`src/rtl/output_buffer_if.sv`:
```
// Output buffer bundle: PE-array capture inputs, serial beat stream and status flags.
interface output_buffer_if #(
    parameter int N_DIM_ARRAY     = 8,
    parameter int DATA_WIDTH      = 8,
    parameter int N_DIM_ARRAY_LOG = $clog2(N_DIM_ARRAY)
);
    logic [2:0]                             mode;
    logic                                   load;
    logic [N_DIM_ARRAY-1:0][DATA_WIDTH-1:0] parallel_input_array;
    logic [N_DIM_ARRAY_LOG:0]               drain_width;
    logic                                   out_ready;
    logic                                   out_valid;
    logic [N_DIM_ARRAY-1:0][DATA_WIDTH-1:0] serial_output;
    logic [N_DIM_ARRAY_LOG:0]               serial_count;
    logic                                   busy;
    logic                                   done;
    logic                                   overflow;

    modport slave (
        input  mode, load, parallel_input_array, drain_width, out_ready,
        output out_valid, serial_output, serial_count, busy, done, overflow
    );

    modport master (
        output mode, load, parallel_input_array, drain_width, out_ready,
        input  out_valid, serial_output, serial_count, busy, done, overflow
    );
endinterface

```
`src/rtl/output_buffer.sv`:
```
// Captures a PE-array result vector and drains it as variable-width beats, lane 0 first.
// Define OUTPUT_BUFFER_RELU_EN to clamp negative elements to 0 at capture in CNN/FC modes.
module output_buffer #(
    parameter int         N_DIM_ARRAY     = 8,
    parameter int         DATA_WIDTH      = 8,
    parameter int         N_DIM_ARRAY_LOG = $clog2(N_DIM_ARRAY),
    parameter logic [2:0] MODE_CNN        = 3'd0,
    parameter logic [2:0] MODE_FC         = 3'd1,
    parameter logic [2:0] MODE_EWS        = 3'd2
) (
    input  logic           clk,
    input  logic           reset,
    input  logic           clear,
    output_buffer_if.slave bus
);
    localparam int CW = N_DIM_ARRAY_LOG + 1;
    localparam logic [CW-1:0] NLanes = CW'(N_DIM_ARRAY);

    typedef enum logic [0:0] {StIdle, StDrain} state_e;
    typedef logic [N_DIM_ARRAY-1:0][DATA_WIDTH-1:0] vec_t;

    state_e        state_q, state_d;
    vec_t          buf_q, buf_d;
    logic [CW-1:0] ptr_q, ptr_d;
    logic [CW-1:0] width_q, width_d;
    logic          ovf_q, ovf_d;

    logic [CW-1:0] remain, count, eff_width, idx;
    logic          handshake, final_beat, accept;
    vec_t          capture;

    // Only CNN honours drain_width; FC/EWS always drain the whole vector in one beat.
    always_comb begin
        eff_width = NLanes;
        case (bus.mode)
            MODE_CNN: begin
                if (bus.drain_width == '0) begin
                    eff_width = CW'(1);
                end else if (bus.drain_width > NLanes) begin
                    eff_width = NLanes;
                end else begin
                    eff_width = bus.drain_width;
                end
            end
            MODE_FC, MODE_EWS: eff_width = NLanes;
            default:           eff_width = NLanes;
        endcase
    end

    always_comb begin
        capture = bus.parallel_input_array;
`ifdef OUTPUT_BUFFER_RELU_EN
        if (bus.mode == MODE_CNN || bus.mode == MODE_FC) begin
            for (int i = 0; i < N_DIM_ARRAY; i++) begin
                if (capture[i][DATA_WIDTH-1]) capture[i] = '0;
            end
        end
`endif
    end

    assign remain     = NLanes - ptr_q;
    assign count      = (width_q < remain) ? width_q : remain;
    assign handshake  = (state_q == StDrain) && bus.out_ready;
    assign final_beat = handshake && ((ptr_q + count) == NLanes);
    assign accept     = bus.load && ((state_q == StIdle) || final_beat);

    always_comb begin
        state_d = state_q;
        buf_d   = buf_q;
        ptr_d   = ptr_q;
        width_d = width_q;
        ovf_d   = ovf_q;
        if (clear) begin
            state_d = StIdle;
            buf_d   = '0;
            ptr_d   = '0;
            ovf_d   = 1'b0;
        end else begin
            if (accept) begin
                state_d = StDrain;
                buf_d   = capture;
                ptr_d   = '0;
                width_d = eff_width;
            end else if (final_beat) begin
                state_d = StIdle;
                ptr_d   = '0;
            end else if (handshake) begin
                ptr_d = ptr_q + count;
            end
            if (bus.load && !accept) ovf_d = 1'b1;
        end
    end

    always_ff @(posedge clk or negedge reset) begin
        if (!reset) begin
            state_q <= StIdle;
            buf_q   <= '0;
            ptr_q   <= '0;
            width_q <= CW'(1);
            ovf_q   <= 1'b0;
        end else begin
            state_q <= state_d;
            buf_q   <= buf_d;
            ptr_q   <= ptr_d;
            width_q <= width_d;
            ovf_q   <= ovf_d;
        end
    end

    always_comb begin
        bus.out_valid     = 1'b0;
        bus.busy          = 1'b0;
        bus.done          = 1'b0;
        bus.serial_count  = '0;
        bus.serial_output = '0;
        idx               = '0;
        if (state_q == StDrain) begin
            bus.out_valid    = 1'b1;
            bus.busy         = 1'b1;
            bus.serial_count = count;
            // A flush in the same cycle swallows the final handshake.
            bus.done         = final_beat && !clear;
            for (int j = 0; j < N_DIM_ARRAY; j++) begin
                idx = ptr_q + CW'(j);
                if (CW'(j) < count) begin
                    bus.serial_output[j] = buf_q[idx[N_DIM_ARRAY_LOG-1:0]];
                end
            end
        end
    end

    assign bus.overflow = ovf_q;
endmodule

```
`src/flat_wrapper.sv`:
```
// flat-port wrapper written by rule: the top's interface ports become plain ports
module output_buffer_flat 
#(
    parameter int         N_DIM_ARRAY     = 8,
    parameter int         DATA_WIDTH      = 8,
    parameter int         N_DIM_ARRAY_LOG = $clog2(N_DIM_ARRAY),
    parameter logic [2:0] MODE_CNN        = 3'd0,
    parameter logic [2:0] MODE_FC         = 3'd1,
    parameter logic [2:0] MODE_EWS        = 3'd2
)
  (clk, reset, clear, bus_mode, bus_load, bus_parallel_input_array, bus_drain_width, bus_out_ready, bus_out_valid, bus_serial_output, bus_serial_count, bus_busy, bus_done, bus_overflow);
  output_buffer_if #(.N_DIM_ARRAY(N_DIM_ARRAY), .DATA_WIDTH(DATA_WIDTH), .N_DIM_ARRAY_LOG(N_DIM_ARRAY_LOG)) bus_i ();
  input  logic clk;
  input  logic reset;
  input  logic clear;
  input wire logic [$bits(bus_i.mode)-1:0] bus_mode;
  input wire logic [$bits(bus_i.load)-1:0] bus_load;
  input wire logic [$bits(bus_i.parallel_input_array)-1:0] bus_parallel_input_array;
  input wire logic [$bits(bus_i.drain_width)-1:0] bus_drain_width;
  input wire logic [$bits(bus_i.out_ready)-1:0] bus_out_ready;
  output wire logic [$bits(bus_i.out_valid)-1:0] bus_out_valid;
  output wire logic [$bits(bus_i.serial_output)-1:0] bus_serial_output;
  output wire logic [$bits(bus_i.serial_count)-1:0] bus_serial_count;
  output wire logic [$bits(bus_i.busy)-1:0] bus_busy;
  output wire logic [$bits(bus_i.done)-1:0] bus_done;
  output wire logic [$bits(bus_i.overflow)-1:0] bus_overflow;
  assign bus_i.mode = bus_mode;
  assign bus_i.load = bus_load;
  assign bus_i.parallel_input_array = bus_parallel_input_array;
  assign bus_i.drain_width = bus_drain_width;
  assign bus_i.out_ready = bus_out_ready;
  assign bus_out_valid = bus_i.out_valid;
  assign bus_serial_output = bus_i.serial_output;
  assign bus_serial_count = bus_i.serial_count;
  assign bus_busy = bus_i.busy;
  assign bus_done = bus_i.done;
  assign bus_overflow = bus_i.overflow;
  output_buffer #(.N_DIM_ARRAY(N_DIM_ARRAY), .DATA_WIDTH(DATA_WIDTH), .N_DIM_ARRAY_LOG(N_DIM_ARRAY_LOG), .MODE_CNN(MODE_CNN), .MODE_FC(MODE_FC), .MODE_EWS(MODE_EWS)) u_core (.clk(clk), .reset(reset), .clear(clear), .bus(bus_i));
endmodule
```
`config.mk`:
```
export PLATFORM = sky130hd
export DESIGN_NAME = output_buffer_flat
export DESIGN_NICKNAME = d
export VERILOG_FILES = /design/src/rtl/output_buffer_if.sv /design/src/rtl/output_buffer.sv /design/src/flat_wrapper.sv
export SDC_FILE = /design/constraint.sdc
export NUM_CORES = 1
export LEC_CHECK = 0
export CORE_MARGIN = 2
export CORE_UTILIZATION = 49
export DETAILED_ROUTE_END_ITERATION = 10
export PLACE_DENSITY = 0.79
export SLEW_MARGIN = 0
export SYNTH_ARGS = -nofsm -noshare
export SYNTH_HDL_FRONTEND = slang
export SYNTH_SLANG_ARGS = --single-unit
```
`constraint.sdc`:
```
create_clock -name clk -period 6.2 [get_ports clk]
set_input_delay 1.55 -clock clk [delete_from_list [all_inputs] [get_ports clk]]
set_output_delay 1.55 -clock clk [all_outputs]
set_load 0.1 [all_outputs]
```
==> reports/results.tsv <==
metric	value	unit
layout cells sized above 1	0.249	
Worst EP required	4.65	ns
clock buffer depth	2	
Placement Setup Slack	0.139	ns
GRT overflow	0	
Post-synth EDFFs	0	
fin crit period	5.97	ns
fmax	168	MHz
final cycle utilization of the critical path	0.963	
main flop type after synthesis	dfrtp_1	
Top Ports	148	
Slew @ Worst Pin	1.22	ns
largest net degree at the start of global routing	77	
initial antenna violation count	0	
RSZ-0062 raised after global routing	no	
drt total wl	26.0	mm
cts bufs inserted	9	
area growth from synthesis to layout	34.7	%
crit path launch type	flop	
Seq/Total Area, Yosys	0.240	
Worst Hold Class	reg -> reg	
vias in the first global route	6982	
worst slew margin relative to its limit	0.180	
mean post-synth cell area	9.58	sq um
Antenna diodes	0	
Synth Register Bits	74	
placed cell areas	10100	sq um
commonest non-fill, non-tap cells in the layout	105 x nand2_1, 105 x mux2i_1, 76 x clkdlybuf4s50_1, 72 x dfrtp_1	
GRT Overall Usage	0.314	
Max FO, Critical Path	19	
Final Cell Area	10400	sq um
CTS sink cnt	74	
# DRC	0	
CTS tree	built	
FP Rows	45	
Post-Route Skew	0.00852	ns
Synth warnings	0	
WL/cell	23.3	um
die span in y	130	um
die area	16800	sq um
Max VDD drop	0.143	mV
clk_lat worst skew	0.36	ns
Leakage	4.60	nW
synth top area cells	dfrtp_1 24%, mux4_2 19%, mux2i_1 14%	
Pwr per Cell Area	166	nW/um^2
initial cell density of the core	0.505	
critical path type	reg -> out	
H-Tree Depth	3	
Slew Limit Fails	0	
GPL Wtd Cong	0.954	
I/O Buffers	147	
clock slew at reported path FFs	0.06	ns
post-synth cell types	51	
Synth Net Count	894	
Nets	988	
ANT nets after route	0	
setup ws final	0.232	ns
Vias	7604	
ys async rst share	1.00	
max-cap check violation count	0	
Die Span X	130	um
Cells after Synth	807	
Synth area leader	dfrtp_1	
CTS Root Buffer Type	clkbuf_16	
critical path capture point type	primary output	
Synth Cell Area	7730	sq um
final setup TNS	0	ns
Core Area	15300	sq um
first-pass GRT wire length	40.3	mm
hold_buf cts	0	
drt via density	6.81	
Pre-antenna DRT Iters	5	
number of DRC markers in iteration 0	981	
final hold vios	0	
Data arrival, critical path	4.42	ns
number of fill cells in the layout	1168	
DP HPWL	18.4	mm
Setup Viol. Count Final	0	
share of the synthesized area in the top cell type	0.236	
outcome	finished, final reports clean	
==> synth_stat cells (3+ instances only) <==
cell type and number:
nor3b_1 65, a32oi_1 64, nor3_1 28, mux4_2 64
and3_1 64, buf_2 18, ha_1 10, buf_6 5
nand2_1 106, buf_4 3, xor2_1 3, nor2_1 27
nor4_1 8, dfrtp_1 73, mux2i_1 106, a21oi_1 25
clkbuf_1 59, nand3_1 6, xnor2_1 3, a211oi_1 18
inv_1 11, and2_1 4
==> path summary, 6_finish.rpt <==
| path | startpoint | endpoint | cells after the start | slack, ns |
|---|---|---|---|---|
| min in group asynchronous | reset | u_core.buf_q[52]$_DFFE_PN0P_ | 2 | 1.44 |
| setup reg to reg | u_core.ptr_q[0]$_DFFE_PN0P_ | u_core.buf_q[40]$_DFFE_PN0P_ | 18 | 0.94 |
| hold / removal | u_core.bus.overflow$_DFFE_PN0P_ | u_core.bus.overflow$_DFFE_PN0P_ | 1 | 0.51 |
| max in group asynchronous | reset | u_core.ptr_q[0]$_DFFE_PN0P_ | 2 | 4.01 |
| hold reg to reg | u_core.bus.overflow$_DFFE_PN0P_ | u_core.bus.overflow$_DFFE_PN0P_ | 1 | 0.51 |
| setup / recovery | u_core.ptr_q[0]$_DFFE_PN0P_ | bus_done | 16 | 0.23 |
==> power breakdown <==
group	switching, mW	total (mW)	internal, mW
Clock	0.209	0.528	0.319
Sequential	0.0595	0.581	0.521
Combinational	0.373	0.617	0.244
Total	0.641	1.73	1.08
==> routing by layer <==
layer,part of all wire,global-route usage,vias to the layer above
met5,0,0,-
met4,0.026,0.0955,0
met3,0.094,0.0784,50
met2,0.47,0.492,449
met1,0.41,0.432,3771
li1,-,-,3334
==> area by class of cell <==
class / instances / area, sq um / share of cell area
clock buffer: 12 / 246 / 0.0237
clock inverter: 3 / 40.0 / 0.00384
inverter: 14 / 57.6 / 0.00552
multi-input combinational: 632 / 5740 / 0.551
sequential: 74 / 1860 / 0.178
tap: 211 / 264 / 0.0253
timing repair buffer: 170 / 2210 / 0.212
==> worst max-delay path: stages (launching register included) <==
cell     delay, ns
dfrtp_4       0.48
inv_1         0.09
ha_2          0.23
xnor2_4       0.17
inv_2         0.21
ha_1          0.33
nor2_1        0.04
o21ba_2       0.22
nor2_4        0.23
mux2_2        0.38
ha_1          0.21
fa_1          0.38
xnor2_1       0.33
nand2_1       0.17
a21oi_4       0.14
nor3b_4       0.23
buf_12        0.20
==> state kept, by name, indices dropped and copies added (netlist names) <==
| name | count |
|---|---|
| u_core.state_q | 1 |
| u_core.ptr_q | 4 |
| u_core.bus.overflow | 1 |
| u_core.width_q | 4 |
| u_core.buf_q | 64 |
==> kinds of logic (layout without fill, tap and decap cells) <==
kind of cell / count (synthesis) / in the layout / synth area share
AOI/OAI and AO/OA: 128 / 128 / 0.130
adders and majority gates: 11 / 11 / 0.0188
DFF: 74 / 74 / 0.240
muxes: 171 / 171 / 0.325
buffers and inverters: 101 / 199 / 0.0582
and+or+nand+nor: 315 / 315 / 0.220
xor gates and xnor gates: 7 / 7 / 0.00890
==> repair_timing <==
item	in CTS	in global routing
setup buffers	0	4
endpoints found under the setup margin	1	1
pin swaps	0	1
resized for setup	1	6
==> stage by stage <==
stage	hold slack, ns	utilization	power (mW)	cells
3_3_place_gp	0.476	0.658	1.18	1097
6_report	0.506	0.680	1.73	1116
3_5_place_dp	0.489	0.658	1.19	1097
5_1_grt	0.533	0.680	1.78	1116
4_1_cts	0.502	0.678	1.72	1112
2_1_floorplan	0.501	-	0.965	807
(Power assumes the default switching activity.)
